**src/rtl/k005297_pgrange_chk.sv**
```systemverilog
// k005297_pgrange_chk
//   Serial page-range checker for N bubble page channels. Each channel's
//   page number arrives LSB first alongside serial lower/upper bound streams.
//   The bits are compared during a rotating slot frame. At LATCH_POS every
//   page is classified and an access-invalid flag is latched. At FLAG_POS
//   the valid-page flag-set strobe is issued and invalid accesses are
//   counted with a saturating counter.
//
//   Optional build macro K005297_PGCHK_CAPTURE_EN records the page and the
//   channel of the lowest-index invalid access at FLAG_POS. When the macro
//   is undefined, those ports are tied to 0.
//
// Ports
//   i_MCLK, i_RST          master clock, synchronous active-high reset
//   i_CLK2M_PCEN_n         active-low clock enable; state advances only when low
//   i_FRAME_START_n        low on the enable cycle that is slot 0
//   i_PG_SR_LSB[NUM_CH]    per-channel serial page bit
//   i_LIMLO_LSB/HI_LSB     serial lower/upper bound bits
//   i_MODE                 00 eq-zero, 01 gte-lower, 10 outside [lo,hi], 11 off
//   i_UMODE_n              user mode (active low); checking armed when low
//   i_PGCMP_EQ[NUM_CH]     per-channel page-compare match
//   i_CNT_CLR              clears invalid counter (and capture registers)
//   o_ACC_INVAL_n          access-invalid, active low
//   o_VALPG_FLAG_SET_n     valid-page flag-set strobe, active low
//   o_INVAL_CNT            saturating invalid-access count
//   o_CMP_DONE             one enable period after the LATCH_POS update
//   o_LAST_INVAL_PG/CH     last captured invalid page / channel

// Per-channel serial magnitude compare and access-invalid flag.
module k005297_pgrange_lane (
    input  logic       i_MCLK,
    input  logic       i_RST,
    input  logic       en,
    input  logic       first,
    input  logic       active,
    input  logic       latch,
    input  logic       p,
    input  logic       lo,
    input  logic       hi,
    input  logic [1:0] mode,
    input  logic       umode_n,
    output logic       acc_inval
);
    logic ge_lo, le_hi, zero, inval;

    // The bit that differs most recently (highest significance so far)
    // decides each relation; equal bits leave it untouched.
    always_ff @(posedge i_MCLK) begin
        if (i_RST) begin
            ge_lo     <= 1'b0;
            le_hi     <= 1'b0;
            zero      <= 1'b0;
            acc_inval <= 1'b0;
        end else if (en) begin
            if (first) begin
                ge_lo <= p | ~lo;
                le_hi <= ~p | hi;
                zero  <= ~p;
            end else if (active) begin
                if (p != lo) ge_lo <= p;
                if (p != hi) le_hi <= ~p;
                zero <= zero & ~p;
            end
            if (latch)        acc_inval <= inval & ~umode_n;
            else if (umode_n) acc_inval <= 1'b0;
        end
    end

    always_comb begin
        inval = 1'b0;
        case (mode)
            2'b00:   inval = zero;
            2'b01:   inval = ge_lo;
            2'b10:   inval = ~(ge_lo & le_hi);
            default: inval = 1'b0;
        endcase
    end
endmodule

```
**config.mk**
```make
export PLATFORM = sky130hd
export DESIGN_NAME = k005297_pgrange_lane
export DESIGN_NICKNAME = d
export VERILOG_FILES = /design/src/rtl/k005297_pgrange_chk.sv
export SDC_FILE = /design/constraint.sdc
export NUM_CORES = 1
export LEC_CHECK = 0
export BUFFER_PORTS_ARGS = -buffer_cell sky130_fd_sc_hd__buf_2
export CORE_AREA = 2 2 39 41
export DETAILED_ROUTE_END_ITERATION = 6
export DIE_AREA = 0 0 41 43
export MAX_ROUTING_LAYER = met4
export SLEW_MARGIN = 5
export SYNTH_ARGS = -nofsm -noshare
export SYNTH_HDL_FRONTEND = slang
export SYNTH_SLANG_ARGS = --single-unit
```
**constraint.sdc**
```tcl
create_clock -name i_MCLK -period 1.7 [get_ports i_MCLK]
set_clock_uncertainty 0.15 [all_clocks]
set_input_delay 0.255 -clock i_MCLK [delete_from_list [all_inputs] [get_ports i_MCLK]]
set_output_delay 0.255 -clock i_MCLK [all_outputs]
set_load 0.03 [all_outputs]
```
==> impl_metrics.toml <==
[logic_synthesis]
ys.warnings.count = 0
post-synth-top-area-cell = "dfxtp_1"
synthDistinctLibCells = 16
seq_area_frac_synth = 0.299
ys_top_cells_by_area = "dfxtp_1, ha_1, mux2i_1"
synth_cells = 32
ys_ff_latch = 4
synth_top_area_share = 0.299
netlist_area_um2 = 268
syn_nets = 46
syn_area_per_cell_um2 = 8.37

[cells_and_area]
diodes = 0
final_cells = 63
area.growth.synth_to_final_pct = 38.3
stdcell_area_um2 = 370
layout.nets = 63
final_core_util = 0.268
drive_gt1_frac = 0.340

[sta]
fmax_mhz = 868
min_period_over_period = 0.677
grt_setup_unrepaired = "false"
setup_viol = 0
maxSlewViolCount = 0
slew_headroom = 0.861
setup_tns_ps = 0
fin_hold_ws_ps = 119
worst_slew_pin_slew_ps = 206
setup_slack_ps = 548
finalHoldViolCount = 0
min_period_ps = 1150

[power]
leakage_nw = 0.184
ir_drop_v = 0.000374
powerDensity_nw_per_um2 = 734
totalPowerFinal_mw = 0.272

[floorplan]
start_util = 0.193
rows = 14
dieHeight_um = 43
dieArea_um2 = 1760
ios = 13
core_region_area_um2 = 1380
die_w_um = 41

[clock_network]
cts-resized-gates = 0
root_buffer = "clkbuf_4"
cts_setup_buffers = 0
cts_buffer_depth = 2
cts-buffers-inserted = 3
clock_latency_ps = 230
postCtsHoldBufs = 0
cts_tree = "built"
clk_pin_slew_ps = 40
cts_sinks = 4
cts-htree-levels = 1

[grt]
grt_usage = 0.0782
grt_max_degree = 8
grt_pass1_wl_um = 897
grt_overflow_total = 0
antenna_found_initial = 0
grt_pass1_vias = 245

[critical_path]
cp-end-kind = "output pin"
path_buf_inv = 1
slowest_stage = "dfxtp_1"
crit_chain = "buf_2"
startpoint_type = "flip-flop"
cp_max_fo = 2
slowest_delay_ps = 320
cp_data_required_time_ps = 1290
cp_top_family = "flip-flops"
critPathKind = "reg -> out"
cp.arrival_ps = 750

[place]
dp.final_hpwl_um = 488
routabilityCongestion = 0.735
dpl.cell_count = 60
dp_slack_ps = 325
portBuffers = 12
place_area_um2 = 348

[detailed_routing]
routed_via_density = 4.70
drt_iter0_drc = 4
vias = 296
routed_wl_um = 600
wl_per_cell_um = 9.52
firstDrtPassIters = 4
drc_errors = 0
antenna_left = 0

[hold_path]
hp-class = "in -> reg"

[status]
status = "complete, no violations"

[run]
maxCapViolCount = 0
==> cells by family after synthesis <==
logic type                 synth area share
AOI/OAI and AO/OA                     0.271
adders and majority gates            0.0934
buffers and inverters                0.0421
DFF                                   0.299
muxes                                0.0748
and+or+nand+nor                       0.220
==> cell usage after synthesis (all sizes together) <==
cell type,number
ha,2
inv,3
a2bb2oi,1
nand2b,2
nor2b,3
o31ai,1
o21bai,1
dfxtp,4
and4bb,1
a211o,1
o21ai,5
nand3b,1
a21oi,3
nor2,2
mux2i,2
==> layout by cell type (no fill, tap or decap), types with 3 or more instances in the layout <==
| master | Yosys | layout |
|---|---|---|
| clkbuf_4 | 0 | 3 |
| dfxtp_1 | 4 | 4 |
| o21ai_0 | 4 | 4 |
| buf_2 | 0 | 12 |
| inv_1 | 3 | 3 |
| nor2b_1 | 3 | 3 |
| a21oi_1 | 3 | 3 |
==> worst reg2reg max path: stages, from the launching register on <==
cell and delay [ps]:
dfxtp_1 320, a21oi_1 120, a2bb2oi_1 170, nor2_1 50
==> flip-flops by register name (all words and copies together) (netlist names) <==
signal / count
acc_inval: 1
ge_lo: 1
le_hi: 1
zero: 1
==> layout make-up <==
class / instances / area, um^2
fillers: 155 / 1010
multi-input cells: 25 / 176
flip-flops and latches: 4 / 80.1
repair buffers: 12 / 60.1
clock buffers: 3 / 22.5
well taps: 16 / 20.0
inverters: 3 / 11.3
==> worst paths after layout <==
path | cells after the start | to | slack (ps) | start
worst max-delay path | 1 | acc_inval | 550 | acc_inval
worst min-delay path | 2 | zero | 120 | i_RST
worst max register to register | 3 | zero | 790 | zero
worst min register to register | 2 | le_hi | 330 | le_hi
==> report_power, final <==
group / switching (mW) / internal, mW
Sequential: 0.00354 / 0.100
Combinational: 0.0239 / 0.0269
Clock: 0.0384 / 0.0789
==> routing by layer <==
metal | track usage | share of wire | up-vias | routed length [um]
li1 | - | - | 146 | -
met1 | 0.0804 | 0.38 | 138 | 227
met2 | 0.119 | 0.53 | 10 | 315
met3 | 0.0681 | 0.080 | 2 | 48
met4 | 0 | 0.015 | 0 | 9
met5 | - | 0 | - | 0
(Power assumes the default switching activity.)
